<file path="config.mk">
export PLATFORM = sky130hd
export DESIGN_NAME = dmem_arbiter
export DESIGN_NICKNAME = d
export VERILOG_FILES = /design/src/rtl/dmem_arbiter.sv
export SDC_FILE = /design/constraint.sdc
export NUM_CORES = 1
export LEC_CHECK = 0
export ABC_CLOCK_PERIOD_IN_PS = 3400
export CORE_AREA = 3 3 163 165
export CTS_CLUSTER_DIAMETER = 30
export DETAILED_ROUTE_END_ITERATION = 12
export DIE_AREA = 0 0 166 168
export DONT_BUFFER_PORTS = 1
export GPL_TIMING_DRIVEN = 0
export PLACE_DENSITY = 0.38
export SYNTH_ARGS = -nofsm -noshare
export SYNTH_HDL_FRONTEND = slang
export SYNTH_SLANG_ARGS = --single-unit
export TNS_END_PERCENT = 50
</file>
<file path="constraint.sdc">
create_clock -name clk_i -period 3.4 [get_ports clk_i]
set_input_delay 0.34 -clock clk_i [delete_from_list [all_inputs] [get_ports clk_i]]
set_output_delay 0.34 -clock clk_i [all_outputs]
set_load 0.1 [all_outputs]
</file>
<file path="src/rtl/dmem_arbiter.sv">
// dmem_arbiter: shares the single-ported data memory between MEM and host.
// Core has priority; the host gets a starvation guard and bounded locks.
module dmem_arbiter #(
  parameter int ADDR_W     = 8,
  parameter int DATA_W     = 64,
  parameter int STARVE_LIM = 4,
  parameter int MAX_LOCK   = 16
) (
  input  logic              clk_i,
  input  logic              rst_ni,
  input  logic              core_req_i,
  input  logic              core_we_i,
  input  logic [ADDR_W-1:0] core_addr_i,
  input  logic [DATA_W-1:0] core_wdata_i,
  output logic              core_stall_o,
  output logic [DATA_W-1:0] core_rdata_o,
  input  logic              host_req_i,
  input  logic              host_we_i,
  input  logic [ADDR_W-1:0] host_addr_i,
  input  logic [DATA_W-1:0] host_wdata_i,
  input  logic              host_lock_i,
  output logic              host_gnt_o,
  output logic              host_rvalid_o,
  output logic [DATA_W-1:0] host_rdata_o,
  output logic              mem_re_o,
  output logic              mem_we_o,
  output logic [ADDR_W-1:0] mem_addr_o,
  output logic [DATA_W-1:0] mem_wdata_o,
  input  logic [DATA_W-1:0] mem_rdata_i
);

  typedef enum logic [1:0] {
    S_ARB,
    S_LOCK,
    S_YIELD
  } state_e;

  typedef enum logic [1:0] {
    OWN_NONE,
    OWN_CORE,
    OWN_HOST
  } owner_e;

  state_e            state_q, state_d;
  owner_e            rd_owner_q, rd_owner_d;
  logic [3:0]        wait_cnt_q, wait_cnt_d;
  logic [7:0]        lock_cnt_q, lock_cnt_d;
  logic [DATA_W-1:0] core_rdata_q;
  logic              core_gnt;
  logic              host_gnt;
  logic              host_force;

  assign host_force = wait_cnt_q >= 4'(STARVE_LIM);

  // Grants are held low while in reset so every output reads 0.
  always_comb begin
    core_gnt   = 1'b0;
    host_gnt   = 1'b0;
    state_d    = state_q;
    lock_cnt_d = lock_cnt_q;
    if (rst_ni) begin
      unique case (state_q)
        S_ARB: begin
          core_gnt = core_req_i & ~(host_req_i & host_force);
          host_gnt = ~core_gnt & host_req_i;
          if (host_gnt && host_lock_i) begin
            state_d    = S_LOCK;
            lock_cnt_d = 8'd1;
          end
        end
        S_LOCK: begin
          host_gnt   = host_req_i;
          lock_cnt_d = lock_cnt_q + 8'd1;
          if (!host_lock_i) begin
            state_d = S_ARB;
          end else if (lock_cnt_q == 8'(MAX_LOCK)) begin
            state_d = S_YIELD;
          end
        end
        S_YIELD: begin
          core_gnt = core_req_i;
          host_gnt = host_req_i & ~core_req_i;
          state_d  = S_ARB;
        end
        default: state_d = S_ARB;
      endcase
    end
  end

  always_comb begin
    wait_cnt_d = 4'd0;
    if (host_req_i && !host_gnt) begin
      wait_cnt_d = (wait_cnt_q == 4'hf) ? wait_cnt_q
                                        : wait_cnt_q + 4'd1;
    end
  end

  always_comb begin
    rd_owner_d = OWN_NONE;
    if (core_gnt && !core_we_i) begin
      rd_owner_d = OWN_CORE;
    end else if (host_gnt && !host_we_i) begin
      rd_owner_d = OWN_HOST;
    end
  end

  always_ff @(posedge clk_i or negedge rst_ni) begin
    if (!rst_ni) begin
      state_q      <= S_ARB;
      rd_owner_q   <= OWN_NONE;
      wait_cnt_q   <= 4'd0;
      lock_cnt_q   <= 8'd0;
      core_rdata_q <= '0;
    end else begin
      state_q    <= state_d;
      rd_owner_q <= rd_owner_d;
      wait_cnt_q <= wait_cnt_d;
      lock_cnt_q <= lock_cnt_d;
      if (rd_owner_q == OWN_CORE) begin
        core_rdata_q <= mem_rdata_i;
      end
    end
  end

  always_comb begin
    mem_addr_o  = '0;
    mem_wdata_o = '0;
    if (core_gnt) begin
      mem_addr_o  = core_addr_i;
      mem_wdata_o = core_wdata_i;
    end else if (host_gnt) begin
      mem_addr_o  = host_addr_i;
      mem_wdata_o = host_wdata_i;
    end
  end

  assign mem_we_o = (core_gnt & core_we_i)
                  | (host_gnt & host_we_i);
  assign mem_re_o = (core_gnt & ~core_we_i)
                  | (host_gnt & ~host_we_i);

  assign core_stall_o  = rst_ni & core_req_i & ~core_gnt;
  assign host_gnt_o    = host_gnt;
  assign host_rvalid_o = rd_owner_q == OWN_HOST;
  assign host_rdata_o  = host_rvalid_o ? mem_rdata_i : '0;
  assign core_rdata_o  = (rd_owner_q == OWN_CORE) ? mem_rdata_i
                                                  : core_rdata_q;

endmodule

</file>
==> flow_metrics.tcl, run 1 <==
set metrics [dict create \
    path_cells "nor2b_1 -> clkbuf_1 -> and2_1" \
    avgSynthCellArea_um2 11.3 \
    vias 3349 \
    synth_top_area_share 0.453 \
    clkLatencyLatePin_ns 0.34 \
    min_period_over_period 0.946 \
    synth_area_leaders "dfrtp_1 (45%), mux2_2 (16%), a22o_1 (15%), and2_1 (9.1%), buf_2 (1.7%)" \
    grt_antenna_before_repair 0 \
    p_leak_nw 2.20 \
    endpoint "host_rdata_o[55]" \
    cts-root-buf "clkbuf_16" \
    seq_area_frac_synth 0.453 \
    cts_inserted_buffers 9 \
    wirelength_um 19000 \
    powerDensity_nw_per_um2 989 \
    ys.flop_type "dfrtp_1" \
    ff2ff_setup_slack_ns 1.14 \
    synth_async_sr_flop_share 1.00 \
    fmax_mhz 311 \
    globalRouteTotalUtil 0.130 \
    ir_drop_mv 0.381 \
    cts.path.max_buffers 2 \
    grt_pass1_wl_um 26300 \
    slowest_stage "clkbuf_1" \
    skew_ns 0.00751 \
    wl_per_cell_um 25.7 \
    startpoint "rd_owner_q[0]" \
    start_util 0.176 \
    finalMaxSlewViolations 0 \
    synth_cell_type_count 43 \
    worst-path-stages 3 \
    final-hold-violation-count 0 \
    numPortBuffers 0 \
    synth_warnings 0 \
    syn_area_um2 4420 \
    fillers 2694 \
    synth_seq_cells 80 \
    fp.dieH_um 168 \
    crit_required_ns 3.06 \
    finalSetupViolations 0 \
    clk_pin_slew_ns 0.06 \
    final_core_util 0.209 \
    drive_above_1_share 0.384 \
    outcome "complete, no violations" \
    fin_ws_ns 0.185 \
    tritoncts "done" \
    fin_hold_ws_ns 0.0653 \
    cap_violations 0 \
    cp_max_fo 10 \
    grt_pass1_vias 3534 \
    hpwl_um 16100 \
    hold_depth 1 \
    dr.pass1.iters 4 \
    drt-initial-drc-count 157 \
    reg2reg_depth 4 \
    htreeDepth 3 \
    syn_to_final_growth_pct 19.2 \
    worstPathArrival_ns 2.88 \
    synth_edf_count 0 \
    antenna_cells 0 \
    cp_num_buf_inv 1 \
    drt-vias-per-instance 4.53 \
    r2r-end "core_rdata_q[27]" \
    io_pins 420 \
    grt_start_max_net_pins 81 \
    core.rowCount 58 \
    final_common_cell "dfrtp_1" \
    period_needed_ns 3.22 \
    cp-start-kind "flop" \
    grt.overflow.total 0 \
    core_um2 25200 \
    rsz0062_at_grt "false" \
    die_area_um2 27900 \
    drc 0 \
    maxSlewHeadroom 0.0552 \
    layout_common_cells "dfrtp_1 (80), mux2_2 (64), and2_1 (64), a22o_2 (53), a22o_1 (22)" \
    nets 622 \
    die_w_um 166 \
    slowest_delay_ns 1.06 \
    critical_path.top_delay_family "simple AND/OR/NAND/NOR gates" \
    synth.net_count 609 \
    syn_inst 391 \
    cp-end-kind "output port" \
    hold_path.class "primary input to flop" \
    drtAntennaViolNets 0 \
    yosysTopAreaCell "dfrtp_1" \
    crit_type "flop to output port" \
    timing.rr.start "rd_owner_q[1]" \
    gp_congestion 0.875 \
    tightest_slew_ns 1.42 \
    place_ws_ns 0.223 \
    cts_sinks 80 \
]
sequential cells by signal, summed over array words and instances (netlist names):
register and flops:
core_rdata_q 64, lock_cnt_q 8, rd_owner_q 2, state_q 2
wait_cnt_q 4
worst register-to-register path, stage by stage, from the launching register on:
cell      delay (ns)
dfrtp_1         0.37
nor2b_1         0.10
clkbuf_1        0.56
buf_2           0.40
mux2_2          0.61
final cells by class:
type | count | area [µm²] | share of cell area
inverter | 3 | 11.3 | 0.00214
clock inverter | 4 | 51.3 | 0.00974
buffer | 32 | 141 | 0.0268
timing repair buffer | 2 | 37.5 | 0.00713
sequential | 80 | 2000 | 0.380
tap | 330 | 413 | 0.0784
multi-input combinational | 276 | 2350 | 0.447
clock buffer | 12 | 256 | 0.0487
cells in the mapped netlist, types with 2 or more instances:
| cell type | instances |
|---|---|
| and3_1 | 4 |
| nand3b_1 | 2 |
| nor3_1 | 4 |
| a22o_1 | 75 |
| buf_2 | 15 |
| and2_1 | 64 |
| or3_1 | 2 |
| a21oi_1 | 3 |
| nor2b_1 | 3 |
| inv_1 | 3 |
| mux2_2 | 64 |
| mux2i_1 | 2 |
| ha_1 | 3 |
| nand2_1 | 9 |
| o2111a_1 | 2 |
| nand3_1 | 6 |
| or4_1 | 3 |
| nor2_1 | 4 |
| o21ai_0 | 5 |
| clkbuf_1 | 15 |
| dfrtp_1 | 80 |
| o31ai_1 | 2 |
logic make-up after synthesis:
group / count (synthesis) / share of synthesized area
and+or+nand+nor: 111 / 0.154
AOI/OAI and AO/OA: 95 / 0.181
DFF: 80 / 0.453
muxes: 66 / 0.168
buffers and inverters: 35 / 0.0342
adders and majority gates: 3 / 0.00849
xor gates and xnor gates: 1 / 0.00198
how the worst min path moves through the flow:
stage	startpoint	endpoint	slack (ns)
global route	core_we_i	rd_owner_q[0]	0.04
floorplan	rst_ni	core_rdata_q[0]	0.04
global placement	rst_ni	lock_cnt_q[0]	0.05
CTS	core_we_i	rd_owner_q[0]	0.05
detailed placement	rst_ni	lock_cnt_q[0]	0.05
finish	core_we_i	rd_owner_q[0]	0.07
power breakdown:
part / total (mW) / leakage (nW) / switching, mW / internal [mW]
Combinational: 2.96 / 1.07 / 2.63 / 0.325
Sequential: 1.26 / 0.974 / 0.0738 / 1.18
Clock: 0.996 / 0.149 / 0.386 / 0.610
Total: 5.21 / 2.20 / 3.09 / 2.12
stage by stage:
step	TNS (ns)	instance area [µm²]	power (mW)	cells
floorplan	0	4430	4.01	391
global placement	-2.82	4840	4.20	721
detailed placement	0	4860	4.21	721
CTS	0	5210	5.27	739
global route	0	5270	5.40	739
finish	0	5270	5.21	739
layer usage:
layer,global-route usage,vias up,wire [µm]
met5,0,-,0
met4,0.0499,0,448
met3,0.0580,19,2210
met2,0.252,273,10500
met1,0.117,1591,5850
li1,-,1466,-
repair_timing:
item / in CTS / in global routing
gates resized for setup: 9 / 44
hold endpoints to repair: 80 / 0
gates cloned: 0 / 0
setup endpoints to repair: 9 / 44
hold buffers: 2 / 0
setup buffers: 0 / 0
No activity file was read; power rests on OpenSTA's default activity.
==> inputs of run 2 (changes only) <==
--- a/config.mk
+++ b/config.mk
@@ -5,7 +5,7 @@
 export SDC_FILE = /design/constraint.sdc
 export NUM_CORES = 1
 export LEC_CHECK = 0
-export ABC_CLOCK_PERIOD_IN_PS = 3400
+export ABC_CLOCK_PERIOD_IN_PS = 3550
 export CORE_AREA = 3 3 163 165
 export CTS_CLUSTER_DIAMETER = 30
 export DETAILED_ROUTE_END_ITERATION = 12
==> constraint.sdc (replaced) <==
create_clock -name clk_i -period 3.55 [get_ports clk_i]
set_input_delay 0.355 -clock clk_i [delete_from_list [all_inputs] [get_ports clk_i]]
set_output_delay 0.355 -clock clk_i [all_outputs]
set_load 0.1 [all_outputs]
==> run 2 against run 1 <==
Compared with the run above: worst hold slack better by 0.023 ns; final cell count is 0.54% higher; clock-buffer cell count is 1 lower; critical path depth is 2 higher; via count is 1.3% higher; first-iteration DRC count is 22% lower; highest routed layer unchanged.
==> flow_metrics.tcl, run 2 (synthesized netlist as in run 1, its figures left out) <==
set metrics [dict create \
    fillers 2718 \
    dr.pass1.iters 4 \
    cts_sinks 80 \
    fin_hold_ws_ns 0.0884 \
    final_core_util 0.207 \
    clkLatencyLatePin_ns 0.33 \
    outcome "complete, no violations" \
    hold_path.class "primary input to flop" \
    drt-initial-drc-count 123 \
    core.rowCount 58 \
    multiInputGateArea_um2 2300 \
    finalMaxSlewViolations 0 \
    fmax_mhz 303 \
    grt_start_max_net_pins 81 \
    cp_num_buf_inv 2 \
    drc 0 \
    layout_common_cells "dfrtp_1 (80), a22o_1 (68), mux2_2 (64), and2_1 (64), clkbuf_1 (17)" \
    io_pins 420 \
    path_cells "buf_2 -> o22ai_1 -> and3_1 -> clkbuf_2 -> a22o_1" \
    slowest_delay_ns 0.90 \
    core_um2 25200 \
    top_regs "core_rdata_q (64), lock_cnt_q (8), wait_cnt_q (4)" \
    cts-root-buf "clkbuf_16" \
    drt-vias-per-instance 4.56 \
    maxSlewHeadroom 0.271 \
    die_area_um2 27900 \
    syn_to_final_growth_pct 17.7 \
    cap_violations 0 \
    top_register "core_rdata_q" \
    place_ws_ns 0.405 \
    cts_inserted_buffers 9 \
    drive_above_1_share 0.270 \
    powerDensity_nw_per_um2 933 \
    final-hold-violation-count 0 \
    tightest_slew_ns 1.09 \
    clk_pin_slew_ns 0.06 \
    critical_path.top_delay_family "compound AO/OA/AOI/OAI gates" \
    numPortBuffers 0 \
    nets 624 \
    regArea_um2 2000 \
    tns_ns 0 \
    finalSetupViolations 0 \
    cp-start-kind "flop" \
    period_needed_ns 3.30 \
    die_w_um 166 \
    wirelength_um 20000 \
    min_period_over_period 0.929 \
    cp-end-kind "output port" \
    crit_required_ns 3.19 \
    wl_per_cell_um 26.9 \
    p_leak_nw 2.16 \
    grt_pass1_wl_um 27300 \
    hpwl_um 17200 \
    rsz0062_at_grt "false" \
    cp_max_fo 10 \
    start_util 0.176 \
    htreeDepth 3 \
    skew_ns 0.00654 \
    largest_reg_flops 64 \
    grt.overflow.total 0 \
    crit_type "flop to output port" \
    drtAntennaViolNets 0 \
    grt_antenna_before_repair 3 \
    grt_pass1_vias 3580 \
    cts.path.max_buffers 2 \
    tritoncts "done" \
    slowest_stage "a22o_1" \
    fp.dieH_um 168 \
    final_common_cell "dfrtp_1" \
    ir_drop_mv 0.422 \
    worstPathArrival_ns 2.94 \
    globalRouteTotalUtil 0.136 \
    gp_congestion 0.917 \
    fin_ws_ns 0.251 \
    vias 3391 \
]
-- run 2: area by class of cell --
class | count | share of cell area
clock inverters | 5 | 0.00649
inverters | 3 | 0.00216
plain buffers | 32 | 0.0272
multi-input cells | 276 | 0.441
well taps | 330 | 0.0793
repair buffers | 4 | 0.0132
clock buffers | 11 | 0.0447
diodes | 2 | 0.000962
flip-flops and latches | 80 | 0.385
-- run 2: repair_timing --
action,in CTS,in global routing
endpoints found under the setup margin,0,7
resized for setup,0,7
hold endpoints to repair,80,0
setup buffers,0,0
hold buffers,2,0
-- run 2: final timing paths --
path | slack [ns] | depth (start not counted) | startpoint | endpoint
setup / recovery | 0.25 | 5 | state_q[0] | mem_wdata_o[62]
hold / removal | 0.09 | 1 | host_we_i | rd_owner_q[1]
setup reg to reg | 1.35 | 4 | rd_owner_q[1] | core_rdata_q[4]
hold reg to reg | 0.56 | 2 | lock_cnt_q[7] | lock_cnt_q[7]
max in group asynchronous | 2.65 | 2 | rst_ni | core_rdata_q[49]
min in group asynchronous | 0.58 | 2 | rst_ni | lock_cnt_q[1]
-- run 2: power breakdown --
group | switching, mW | internal [mW] | total (mW)
Sequential | 0.0721 | 1.13 | 1.21
Combinational | 2.52 | 0.301 | 2.82
Clock | 0.359 | 0.472 | 0.832
-- run 2: worst register-to-register path: stages (launching register included) --
cell	delay (ns)
dfrtp_1	0.37
nor2b_1	0.10
clkbuf_1	0.52
buf_2	0.39
mux2_2	0.60
-- run 2: routing by layer --
metal	GRT usage	up-vias	share of wire
met5	0	-	0
met1	0.121	1619	0.30
met4	0.0550	0	0.032
li1	-	1475	-
met2	0.266	272	0.55
met3	0.0594	25	0.11
-- run 2: through the flow --
| step | std cells | instance area [µm²] | power [mW] |
|---|---|---|---|
| final | 743 | 5200 | 4.86 |
| after detailed placement | 721 | 4860 | 4.04 |
| after CTS | 739 | 5160 | 4.93 |
| after global placement | 721 | 4830 | 4.02 |
| after floorplan | 391 | 4420 | 3.84 |
| after global routing | 743 | 5200 | 5.04 |
==> inputs of run 3 (changes only) <==
--- a/config.mk
+++ b/config.mk
@@ -16,4 +16,3 @@
 export SYNTH_ARGS = -nofsm -noshare
 export SYNTH_HDL_FRONTEND = slang
 export SYNTH_SLANG_ARGS = --single-unit
-export TNS_END_PERCENT = 50
==> results of run 3 <==
Final layout, timing and power as in run 2 (identical DEF).
